[config.mk]
export PLATFORM = sky130hd
export DESIGN_NAME = dmem_port_arbiter_flat
export DESIGN_NICKNAME = d
export VERILOG_FILES = /design/src/rtl/dmem_port_arbiter_if.sv /design/src/rtl/dmem_port_arbiter.sv /design/src/flat_wrapper.sv
export SDC_FILE = /design/constraint.sdc
export NUM_CORES = 1
export LEC_CHECK = 0
export BUFFER_PORTS_ARGS = -buffer_cell sky130_fd_sc_hd__buf_2
export CORE_AREA = 2 2 117 119
export CTS_BUF_LIST = sky130_fd_sc_hd__clkbuf_8
export DETAILED_ROUTE_END_ITERATION = 6
export DIE_AREA = 0 0 119 121
export SYNTH_ARGS = -nofsm -noshare
export SYNTH_HDL_FRONTEND = slang
export SYNTH_SLANG_ARGS = --single-unit
[constraint.sdc]
create_clock -name CLK -period 3.12 [get_ports CLK]
set_input_delay 0.624 -clock CLK [delete_from_list [all_inputs] [get_ports CLK]]
set_output_delay 0.624 -clock CLK [all_outputs]
set_load 0.005 [all_outputs]
[src/rtl/dmem_port_arbiter_if.sv]
// Data-memory port bundle: CPU requester, loader requester and the shared memory port.
// The slave modport is the arbiter's view. The master modport is the surrounding system's view.
interface dmem_port_arbiter_if #(
   parameter int BUS_WIDTH  = 32,
   parameter int ADDR_WIDTH = 32
);
   logic                  cpu_req;
   logic                  cpu_we;
   logic [ADDR_WIDTH-1:0] cpu_addr;
   logic [BUS_WIDTH-1:0]  cpu_wdata;
   logic                  cpu_gnt;
   logic                  cpu_stall;
   logic                  cpu_rvalid;
   logic [BUS_WIDTH-1:0]  cpu_rdata;

   logic                  ldr_req;
   logic                  ldr_we;
   logic [ADDR_WIDTH-1:0] ldr_addr;
   logic [BUS_WIDTH-1:0]  ldr_wdata;
   logic                  ldr_last;
   logic                  ldr_gnt;
   logic                  ldr_rvalid;
   logic [BUS_WIDTH-1:0]  ldr_rdata;

   logic                  mem_we;
   logic                  mem_re;
   logic [ADDR_WIDTH-1:0] mem_addr;
   logic [BUS_WIDTH-1:0]  mem_wdata;
   logic [BUS_WIDTH-1:0]  mem_rdata;

   modport slave (
      input  cpu_req, cpu_we, cpu_addr, cpu_wdata,
      output cpu_gnt, cpu_stall, cpu_rvalid, cpu_rdata,
      input  ldr_req, ldr_we, ldr_addr, ldr_wdata, ldr_last,
      output ldr_gnt, ldr_rvalid, ldr_rdata,
      output mem_we, mem_re, mem_addr, mem_wdata,
      input  mem_rdata
   );

   modport master (
      output cpu_req, cpu_we, cpu_addr, cpu_wdata,
      input  cpu_gnt, cpu_stall, cpu_rvalid, cpu_rdata,
      output ldr_req, ldr_we, ldr_addr, ldr_wdata, ldr_last,
      input  ldr_gnt, ldr_rvalid, ldr_rdata,
      input  mem_we, mem_re, mem_addr, mem_wdata,
      output mem_rdata
   );
endinterface

[src/rtl/dmem_port_arbiter.sv]
// Arbitrates the single data-memory port between the CPU MEM stage and the NN weight loader.
// The CPU has priority. A wait counter forces loader progress, and loader bursts lock the port.
module dmem_port_arbiter #(
   parameter int BUS_WIDTH  = 32,
   parameter int ADDR_WIDTH = 32,
   parameter int MAX_WAIT   = 8,
   parameter int MAX_BURST  = 16
) (
   input logic                CLK,
   input logic                RSTn,
   dmem_port_arbiter_if.slave bus
);
   localparam int WAIT_W = $clog2(MAX_WAIT + 1);
   localparam int BEAT_W = $clog2(MAX_BURST + 1);
   localparam logic [WAIT_W-1:0] WAIT_LIMIT = WAIT_W'(MAX_WAIT);
   localparam logic [WAIT_W-1:0] WAIT_ONE   = WAIT_W'(1);
   localparam logic [BEAT_W-1:0] BEAT_LIMIT = BEAT_W'(MAX_BURST);
   localparam logic [BEAT_W-1:0] BEAT_ONE   = BEAT_W'(1);

   typedef enum logic [0:0] {CPU_PRI = 1'b0, LDR_BURST = 1'b1} arbState_t;
   typedef enum logic [1:0] {OWN_NONE = 2'd0, OWN_CPU = 2'd1, OWN_LDR = 2'd2} owner_t;

   arbState_t         state_r;
   owner_t            owner_r;
   logic              active_r;
   logic [WAIT_W-1:0] waitCnt_r;
   logic [BEAT_W-1:0] beatCnt_r;
   logic [BEAT_W-1:0] beatNext_s;
   logic              cpuGnt_s;
   logic              ldrGnt_s;

   assign beatNext_s = beatCnt_r + BEAT_ONE;

   // Grant decision for the current request cycle
   always_comb begin
      cpuGnt_s = 1'b0;
      ldrGnt_s = 1'b0;
      if (active_r) begin
         case (state_r)
            CPU_PRI: begin
               // A starved loader overrides the CPU once the wait budget is spent
               if (bus.ldr_req && (waitCnt_r == WAIT_LIMIT)) begin
                  ldrGnt_s = 1'b1;
               end else if (bus.cpu_req) begin
                  cpuGnt_s = 1'b1;
               end else if (bus.ldr_req) begin
                  ldrGnt_s = 1'b1;
               end else begin
                  cpuGnt_s = 1'b0;
                  ldrGnt_s = 1'b0;
               end
            end
            LDR_BURST: begin
               ldrGnt_s = bus.ldr_req;
            end
            default: begin
               cpuGnt_s = 1'b0;
               ldrGnt_s = 1'b0;
            end
         endcase
      end else begin
         cpuGnt_s = 1'b0;
         ldrGnt_s = 1'b0;
      end
   end

   // Memory port mux driven by the granted requester
   always_comb begin
      bus.mem_we    = 1'b0;
      bus.mem_re    = 1'b0;
      bus.mem_addr  = {ADDR_WIDTH{1'b0}};
      bus.mem_wdata = {BUS_WIDTH{1'b0}};
      if (cpuGnt_s) begin
         bus.mem_we    = bus.cpu_we;
         bus.mem_re    = !bus.cpu_we;
         bus.mem_addr  = bus.cpu_addr;
         bus.mem_wdata = bus.cpu_wdata;
      end else if (ldrGnt_s) begin
         bus.mem_we    = bus.ldr_we;
         bus.mem_re    = !bus.ldr_we;
         bus.mem_addr  = bus.ldr_addr;
         bus.mem_wdata = bus.ldr_wdata;
      end else begin
         bus.mem_we    = 1'b0;
         bus.mem_re    = 1'b0;
         bus.mem_addr  = {ADDR_WIDTH{1'b0}};
         bus.mem_wdata = {BUS_WIDTH{1'b0}};
      end
   end

   assign bus.cpu_gnt    = cpuGnt_s;
   assign bus.ldr_gnt    = ldrGnt_s;
   assign bus.cpu_stall  = bus.cpu_req && !cpuGnt_s;
   assign bus.cpu_rvalid = (owner_r == OWN_CPU);
   assign bus.ldr_rvalid = (owner_r == OWN_LDR);
   assign bus.cpu_rdata  = (owner_r == OWN_CPU) ? bus.mem_rdata : {BUS_WIDTH{1'b0}};
   assign bus.ldr_rdata  = (owner_r == OWN_LDR) ? bus.mem_rdata : {BUS_WIDTH{1'b0}};

   // Arbiter state: start-up gate, wait/beat counters, burst lock and read-return owner
   always_ff @(posedge CLK or negedge RSTn) begin
      if (!RSTn) begin
         active_r  <= 1'b0;
         state_r   <= CPU_PRI;
         owner_r   <= OWN_NONE;
         waitCnt_r <= {WAIT_W{1'b0}};
         beatCnt_r <= {BEAT_W{1'b0}};
      end else begin
         active_r <= 1'b1;

         if (bus.ldr_req && !ldrGnt_s) begin
            if (waitCnt_r != WAIT_LIMIT) begin
               waitCnt_r <= waitCnt_r + WAIT_ONE;
            end else begin
               waitCnt_r <= waitCnt_r;
            end
         end else begin
            waitCnt_r <= {WAIT_W{1'b0}};
         end

         if (cpuGnt_s && !bus.cpu_we) begin
            owner_r <= OWN_CPU;
         end else if (ldrGnt_s && !bus.ldr_we) begin
            owner_r <= OWN_LDR;
         end else begin
            owner_r <= OWN_NONE;
         end

         case (state_r)
            CPU_PRI: begin
               // The first beat is counted here, so a one-beat cap never enters the lock
               if (ldrGnt_s && !bus.ldr_last && (BEAT_LIMIT != BEAT_ONE)) begin
                  state_r   <= LDR_BURST;
                  beatCnt_r <= BEAT_ONE;
               end else begin
                  state_r   <= CPU_PRI;
                  beatCnt_r <= {BEAT_W{1'b0}};
               end
            end
            LDR_BURST: begin
               if (!ldrGnt_s || bus.ldr_last || (beatNext_s == BEAT_LIMIT)) begin
                  state_r   <= CPU_PRI;
                  beatCnt_r <= {BEAT_W{1'b0}};
               end else begin
                  state_r   <= LDR_BURST;
                  beatCnt_r <= beatNext_s;
               end
            end
            default: begin
               state_r   <= CPU_PRI;
               beatCnt_r <= {BEAT_W{1'b0}};
            end
         endcase
      end
   end
endmodule

[src/flat_wrapper.sv]
// flat-port wrapper written by rule: the top's interface ports become plain ports
module dmem_port_arbiter_flat 
#(
   parameter int BUS_WIDTH  = 32,
   parameter int ADDR_WIDTH = 32,
   parameter int MAX_WAIT   = 8,
   parameter int MAX_BURST  = 16
)
  (CLK, RSTn, bus_cpu_req, bus_cpu_we, bus_cpu_addr, bus_cpu_wdata, bus_cpu_gnt, bus_cpu_stall, bus_cpu_rvalid, bus_cpu_rdata, bus_ldr_req, bus_ldr_we, bus_ldr_addr, bus_ldr_wdata, bus_ldr_last, bus_ldr_gnt, bus_ldr_rvalid, bus_ldr_rdata, bus_mem_we, bus_mem_re, bus_mem_addr, bus_mem_wdata, bus_mem_rdata);
  dmem_port_arbiter_if #(.BUS_WIDTH(BUS_WIDTH), .ADDR_WIDTH(ADDR_WIDTH)) bus_i ();
  input logic CLK;
  input logic RSTn;
  input wire logic [$bits(bus_i.cpu_req)-1:0] bus_cpu_req;
  input wire logic [$bits(bus_i.cpu_we)-1:0] bus_cpu_we;
  input wire logic [$bits(bus_i.cpu_addr)-1:0] bus_cpu_addr;
  input wire logic [$bits(bus_i.cpu_wdata)-1:0] bus_cpu_wdata;
  output wire logic [$bits(bus_i.cpu_gnt)-1:0] bus_cpu_gnt;
  output wire logic [$bits(bus_i.cpu_stall)-1:0] bus_cpu_stall;
  output wire logic [$bits(bus_i.cpu_rvalid)-1:0] bus_cpu_rvalid;
  output wire logic [$bits(bus_i.cpu_rdata)-1:0] bus_cpu_rdata;
  input wire logic [$bits(bus_i.ldr_req)-1:0] bus_ldr_req;
  input wire logic [$bits(bus_i.ldr_we)-1:0] bus_ldr_we;
  input wire logic [$bits(bus_i.ldr_addr)-1:0] bus_ldr_addr;
  input wire logic [$bits(bus_i.ldr_wdata)-1:0] bus_ldr_wdata;
  input wire logic [$bits(bus_i.ldr_last)-1:0] bus_ldr_last;
  output wire logic [$bits(bus_i.ldr_gnt)-1:0] bus_ldr_gnt;
  output wire logic [$bits(bus_i.ldr_rvalid)-1:0] bus_ldr_rvalid;
  output wire logic [$bits(bus_i.ldr_rdata)-1:0] bus_ldr_rdata;
  output wire logic [$bits(bus_i.mem_we)-1:0] bus_mem_we;
  output wire logic [$bits(bus_i.mem_re)-1:0] bus_mem_re;
  output wire logic [$bits(bus_i.mem_addr)-1:0] bus_mem_addr;
  output wire logic [$bits(bus_i.mem_wdata)-1:0] bus_mem_wdata;
  input wire logic [$bits(bus_i.mem_rdata)-1:0] bus_mem_rdata;
  assign bus_i.cpu_req = bus_cpu_req;
  assign bus_i.cpu_we = bus_cpu_we;
  assign bus_i.cpu_addr = bus_cpu_addr;
  assign bus_i.cpu_wdata = bus_cpu_wdata;
  assign bus_cpu_gnt = bus_i.cpu_gnt;
  assign bus_cpu_stall = bus_i.cpu_stall;
  assign bus_cpu_rvalid = bus_i.cpu_rvalid;
  assign bus_cpu_rdata = bus_i.cpu_rdata;
  assign bus_i.ldr_req = bus_ldr_req;
  assign bus_i.ldr_we = bus_ldr_we;
  assign bus_i.ldr_addr = bus_ldr_addr;
  assign bus_i.ldr_wdata = bus_ldr_wdata;
  assign bus_i.ldr_last = bus_ldr_last;
  assign bus_ldr_gnt = bus_i.ldr_gnt;
  assign bus_ldr_rvalid = bus_i.ldr_rvalid;
  assign bus_ldr_rdata = bus_i.ldr_rdata;
  assign bus_mem_we = bus_i.mem_we;
  assign bus_mem_re = bus_i.mem_re;
  assign bus_mem_addr = bus_i.mem_addr;
  assign bus_mem_wdata = bus_i.mem_wdata;
  assign bus_i.mem_rdata = bus_mem_rdata;
  dmem_port_arbiter #(.BUS_WIDTH(BUS_WIDTH), .ADDR_WIDTH(ADDR_WIDTH), .MAX_WAIT(MAX_WAIT), .MAX_BURST(MAX_BURST)) u_core (.CLK(CLK), .RSTn(RSTn), .bus(bus_i));
endmodule
==> results of run 1 <==
-- worst min path at each step --
| stage | end | slack [ps] |
|---|---|---|
| finish | u_core.beatCnt_r[3] | 260 |
| detailed placement | u_core.active_r | 540 |
| global route | u_core.beatCnt_r[3] | 280 |
| CTS | u_core.beatCnt_r[3] | 270 |
| floorplan | u_core.active_r | 330 |
| global placement | u_core.beatCnt_r[3] | 530 |
-- sequential cells by signal (all words and copies together), names as in the netlist --
signal and flops:
u_core.active_r 1, u_core.beatCnt_r 5, u_core.state_r 1, u_core.waitCnt_r 4
u_core.owner_r 2
-- cells in the mapped netlist (all sizes together), types with 2 or more instances --
| library cell | instances |
|---|---|
| nand2 | 138 |
| o22ai | 66 |
| and2 | 65 |
| clkbuf | 20 |
| buf | 16 |
| dfrtp | 13 |
| inv | 5 |
| nor2 | 5 |
| nand2b | 4 |
| nand3 | 4 |
| ha | 3 |
| nand4b | 3 |
| nor2b | 3 |
| xor2 | 3 |
| a211oi | 2 |
| a21oi | 2 |
| o32ai | 2 |
-- layer usage --
| metal | vias to the layer above | GRT usage [%] |
|---|---|---|
| met1 | 1534 | 15.07 |
| li1 | 1783 | - |
| met2 | 196 | 29.63 |
| met3 | 9 | 3.289 |
| met5 | - | 0 |
| met4 | 2 | 4.688 |
-- report_power, final --
part           internal, mW  total, mW  switching (mW)
Clock                0.0869      0.146          0.0595
Combinational         0.190      0.381           0.191
Sequential            0.174      0.184          0.0106
-- kinds of logic after synthesis --
kind of cell	count (synthesis)
xor gates and xnor gates	4
buffers and inverters	41
adders and majority gates	3
and+or+nand+nor	225
muxes	1
AOI/OAI and AO/OA	78
other	1
DFF	13
-- area by class of cell --
type,count,share of cell area (%)
multi-input combinational,312,43.16
timing repair buffer,308,40.84
sequential,13,8.484
tap,176,5.677
clock buffer,3,1.065
inverter,5,0.4839
antenna,3,0.1935
clock inverter,1,0.09677
-- metrics by stage --
step | cell area (µm²) | hold WS [ps]
floorplan | 2216 | 328.4
CTS | 3871 | 273.0
detailed placement | 3826 | 542.0
finish | 3879 | 260.8
global placement | 3826 | 533.0
global route | 3876 | 283.0
==> impl_metrics.py, run 1 <==
metrics = {
    "status": {
        "status": "finished, final reports clean",
    },
    "worst_setup_path": {
        "cp.depth": 7,
        "ff2ff_path_depth": 3,
        "cp.required_ps": 2500,
        "endpoint_kind": "output pin",
        "crit_chain": "inv_1, ha_1, nand4b_2, a21boi_4, buf_12, o22ai_1, buf_2",
        "slowest_stage": "dfrtp_1",
        "path_delay_family": "buffers and inverters",
        "arrival_ps": 2120,
        "critPathLaunch": "u_core.waitCnt_r[0]",
        "cp_num_buf_inv": 3,
        "crit_end": "bus_mem_wdata[24]",
        "crit_type": "flip-flop to output pin",
        "critPathMaxFanout": 62,
        "worstReg2RegEnd": "u_core.waitCnt_r[1]",
        "cp-start-kind": "flip-flop",
        "r2r_slack_ps": 1610,
        "slowest_delay_ps": 400,
        "r2r-start": "u_core.active_r",
    },
    "drt": {
        "routed.top_layer": "met5",
        "dr.pass1.iters": 4,
        "m1WireLength_mm": 4.126,
        "vias": 3524,
        "route.detailed.drc": 0,
        "drt-total-wl_mm": 11.51,
        "wl_met3_um": 977,
        "antenna_left": 0,
        "viasPerCell": 4.292,
        "drt_iter0_drc": 180,
        "met2WireLength_mm": 6.218,
        "wire_per_inst_um": 14.02,
    },
    "min_path": {
        "min_path_type": "input port to async pin",
    },
    "die": {
        "die_h_um": 121,
        "start_util_pct": 16.93,
        "rows": 42,
        "io_pins": 302,
        "die_w_um": 119,
        "die-area_um2": 14400,
        "design.core.area_um2": 13090,
    },
    "yosys": {
        "synth-simple-area-share_pct": 47.83,
        "postSynthAreaPerCell_um2": 6.054,
        "synthXorXnorAreaFrac_pct": 1.581,
        "yosysSeqAreaShare_pct": 14.68,
        "synth_cells": 366,
        "yosys.cell_types.count": 33,
        "ys.flop_type": "dfrtp_1",
        "synth_top_family_by_area": "simple AND/OR/NAND/NOR gates",
        "synth_area_leaders": "nand2_1 23%, o22ai_1 19%, and2_1 18%",
        "synth_top_area_share_pct": 23.38,
        "synthArstFlopShare_pct": 100.0,
        "yosysTopAreaCell": "nand2_1",
        "muxShareOfSynthArea_pct": 0.4517,
        "synth-compound-area-share_pct": 23.72,
        "synth_fa_ha_area_share_pct": 1.694,
        "synth_fp_nets": 536,
        "synth_area_um2": 2216,
        "synth-edff-count": 0,
        "ys_seq_elements": 13,
        "synth_warnings": 0,
    },
    "sta": {
        "worst_slack_ps": 377.2,
        "finalSetupViolations": 0,
        "post-route-period-util_pct": 87.91,
        "slew_viol_final": 0,
        "fin_worst_skew_ps": 0.7798,
        "min_period_ps": 2743,
        "hold_viol_final": 0,
        "rsz0062_at_grt": "no",
        "timing.fmax_ghz": 0.3646,
        "setup_tns_ps": 0,
    },
    "power": {
        "vdd_ir_drop_max_uv": 96.46,
        "powerDensity_nw_per_um2": 183.5,
        "leakage_nw": 2.310,
        "finalPower_uw": 711.6,
    },
    "final_layout": {
        "stdcell_count": 821,
        "nFillCells": 1472,
        "seqCellArea_um2": 329.1,
        "layout.nets": 813,
        "final_util_pct": 29.64,
        "drive_gt1_share_pct": 49.38,
        "final_cell_mix": "301 x buf_2, 137 x nand2_1, 66 x o22ai_1, 65 x and2_1, 12 x dfrtp_1",
        "area_growth_syn_to_layout_pct": 75.04,
        "multiInputGateArea_um2": 1674,
        "mostFrequentLayoutCell": "buf_2",
    },
    "clock_tree": {
        "clk_pin_slew_ps": 50,
        "numCtsBuffers": 3,
        "clock_latency_ps": 240,
        "hold_buffers": 0,
        "cts_sinks": 13,
        "cts_buffer_depth": 2,
        "tritoncts": "built",
        "cts_max_level": 1,
        "cts-root-buf": "clkbuf_8",
        "post_cts_resized": 0,
        "cts_setup_buffers": 0,
    },
    "grt": {
        "antenna_found_initial": 4,
        "grt_max_degree": 63,
        "gr-usage-all-layers_pct": 14.81,
        "grt_pass1_wl_mm": 16.74,
        "overflow": 0,
        "grt_pass1_vias": 3191,
    },
    "placed_design": {
        "io_buffers": 301,
        "dp_cells": 814,
        "dp_slack_ps": 482.3,
        "place_congestion": 0.8186,
        "place_hpwl_mm": 9.757,
    },
    "flow_run": {
        "cap_viol_max_count": 0,
    },
}
No activity file was read; power rests on OpenSTA's default activity.
==> inputs of run 2 (changes only) <==
Settings changed: RECOVER_POWER set to 25.
==> run 2 against run 1 <==
Compared with the run above:
- first-iteration DRC count up 0.56%
- register-to-register slack about the same
- die area stayed put
- count of clock-buffer cells in the layout unchanged
- sequential share of layout area up 0.058 points
- clock skew increased by 1.3 ps
- combinational power barely moved
- cell area down 0.68%
- critical path depth did not move
- maximum frequency shrank 1.9%
- critical endpoint unchanged
==> impl_metrics.py, run 2 (synthesis results as in run 1) <==
metrics = {
    "power": {
        "vdd_ir_drop_max_uv": 96.85,
        "powerDensity_nw_per_um2": 184.5,
        "p_seq_share_pct": 25.9,
        "comb_power_share_pct": 53.3,
        "p_int_uw": 449.4,
        "p_switching_uw": 261.3,
        "clkPwrFrac_pct": 20.7,
        "switching_share_pct": 36.77,
        "leakage_nw": 2.276,
    },
    "placed_design": {
        "io_buffers": 301,
        "dp_slack_ps": 482.3,
        "place_hpwl_mm": 9.757,
        "place_congestion": 0.8186,
    },
    "die": {
        "die_w_um": 119,
        "io_pins": 302,
        "die_h_um": 121,
        "design.core.area_um2": 13090,
        "die-area_um2": 14400,
        "rows": 42,
        "start_util_pct": 16.93,
    },
    "flow_run": {
        "cap_viol_max_count": 0,
    },
    "sta": {
        "hold_viol_final": 0,
        "tightest_slew_ps": 947.0,
        "timing.fmax_ghz": 0.3575,
        "fin_worst_skew_ps": 2.071,
        "finalSetupViolations": 0,
        "slew_headroom_pct": 36.86,
        "setup_tns_ps": 0,
        "post-route-period-util_pct": 89.65,
        "rsz0062_at_grt": "no",
        "min_period_ps": 2797,
        "worst_slack_ps": 322.9,
        "slew_viol_final": 0,
    },
    "final_layout": {
        "mostFrequentLayoutCell": "buf_2",
        "seqCellArea_um2": 329.1,
        "area_growth_syn_to_layout_pct": 73.86,
        "drive_gt1_share_pct": 47.98,
        "multiInputGateArea_um2": 1662,
        "final_cell_mix": "296 x buf_2, 137 x nand2_1, 66 x o22ai_1, 65 x and2_1, 12 x dfrtp_1",
        "largest_reg_flops": 5,
        "layout.nets": 813,
        "top_register": "u_core.beatCnt_r",
        "nFillCells": 1479,
        "top_regs": "u_core.beatCnt_r x5, u_core.waitCnt_r x4, u_core.owner_r x2",
    },
    "clock_tree": {
        "numCtsBuffers": 3,
        "hold_buffers": 0,
        "cts-root-buf": "clkbuf_8",
        "cts_sinks": 13,
        "cts_setup_buffers": 0,
        "clock_latency_ps": 240,
        "cts_max_level": 1,
        "post_cts_resized": 0,
        "cts_buffer_depth": 2,
        "clk_pin_slew_ps": 50,
        "tritoncts": "built",
    },
    "worst_setup_path": {
        "critPathMaxFanout": 62,
        "crit_type": "flip-flop to output pin",
        "cp-start-kind": "flip-flop",
        "slowest_delay_ps": 400,
        "endpoint_kind": "output pin",
        "arrival_ps": 2170,
        "crit_chain": "inv_1, ha_1, nand4b_1, a21boi_4, buf_12, o22ai_1, buf_2",
        "cp.required_ps": 2500,
        "slowest_stage": "dfrtp_1",
    },
    "drt": {
        "viasPerCell": 4.298,
        "drt-total-wl_mm": 11.54,
        "antenna_left": 0,
        "vias": 3529,
        "route.detailed.drc": 0,
        "dr.pass1.iters": 4,
        "drt_iter0_drc": 181,
        "wire_per_inst_um": 14.06,
    },
    "grt": {
        "grt_pass1_wl_mm": 16.74,
        "grt_max_degree": 63,
        "overflow": 0,
        "grt_pass1_vias": 3191,
        "antenna_found_initial": 4,
        "gr-usage-all-layers_pct": 14.81,
    },
    "status": {
        "status": "finished, final reports clean",
    },
    "min_path": {
        "min_path_type": "input port to async pin",
    },
}
run 2: cell count changes in the layout (fill, tap and decap cells not counted):
cell      previous run  this run
clkbuf_1             0         7
nand4b_2             1         0
buf_4                5         3
nand4b_1             2         3
a311oi_2             1         0
buf_2              301       296
a311oi_1             0         1
run 2: worst max-delay path: cells and delay by family, from the launching register on:
family	cells	cell delay [ps]
simple gates	1	200
fa+ha+maj	1	220
compound gates	2	530
flops	1	400
buf+inv	3	530
run 2: final timing paths:
path / from / to / slack [ps] / cells after the start
max: u_core.waitCnt_r[0] / bus_mem_wdata[24] / 320 / 7
min: RSTn / u_core.beatCnt_r[4] / 400 / 1
max reg2reg: u_core.active_r / u_core.waitCnt_r[1] / 1600 / 3
min reg2reg: u_core.state_r / u_core.beatCnt_r[0] / 570 / 1
max in group asynchronous: RSTn / u_core.active_r / 2190 / 1
min in group CLK: u_core.state_r / u_core.beatCnt_r[0] / 570 / 1
run 2: final cells by class:
type,instances,area share [%]
Clock buffer,3,1.072
Tap cell,176,5.716
Clock inverter,1,0.09743
Inverter,5,0.4872
Sequential cell,13,8.542
Antenna cell,3,0.1949
Multi-Input combinational cell,312,43.13
Timing Repair Buffer,308,40.76
run 2: per-layer routing:
layer	up-vias	track usage, %	wire length [µm]
li1	1781	-	-
met1	1540	15.07	4119
met2	197	29.63	6221
met3	9	3.289	1011
met4	2	4.688	179
met5	-	0	11
run 2: through the flow:
| step | utilization (%) | area, µm² | total power [mW] | hold WS, ps | instances |
|---|---|---|---|---|---|
| after floorplan | - | 2216 | 0.3619 | 328.4 | 366 |
| after global placement | 29.24 | 3826 | 0.5696 | 533.0 | 814 |
| after detailed placement | 29.24 | 3826 | 0.5715 | 542.0 | 814 |
| after CTS | 29.59 | 3871 | 0.7237 | 273.0 | 818 |
| after global routing | 29.42 | 3850 | 0.7673 | 481.5 | 820 |
| final | 29.44 | 3852 | 0.7107 | 403.2 | 821 |
run 2: power groups by stage:
stage                     registers, mW  clock network (mW)  logic, mW
after floorplan                   0.179                   0      0.183
after global placement            0.188                   0      0.382
after detailed placement          0.188                   0      0.384
after CTS                         0.185               0.154      0.385
after global routing              0.187               0.159      0.422
final                             0.184               0.147      0.379
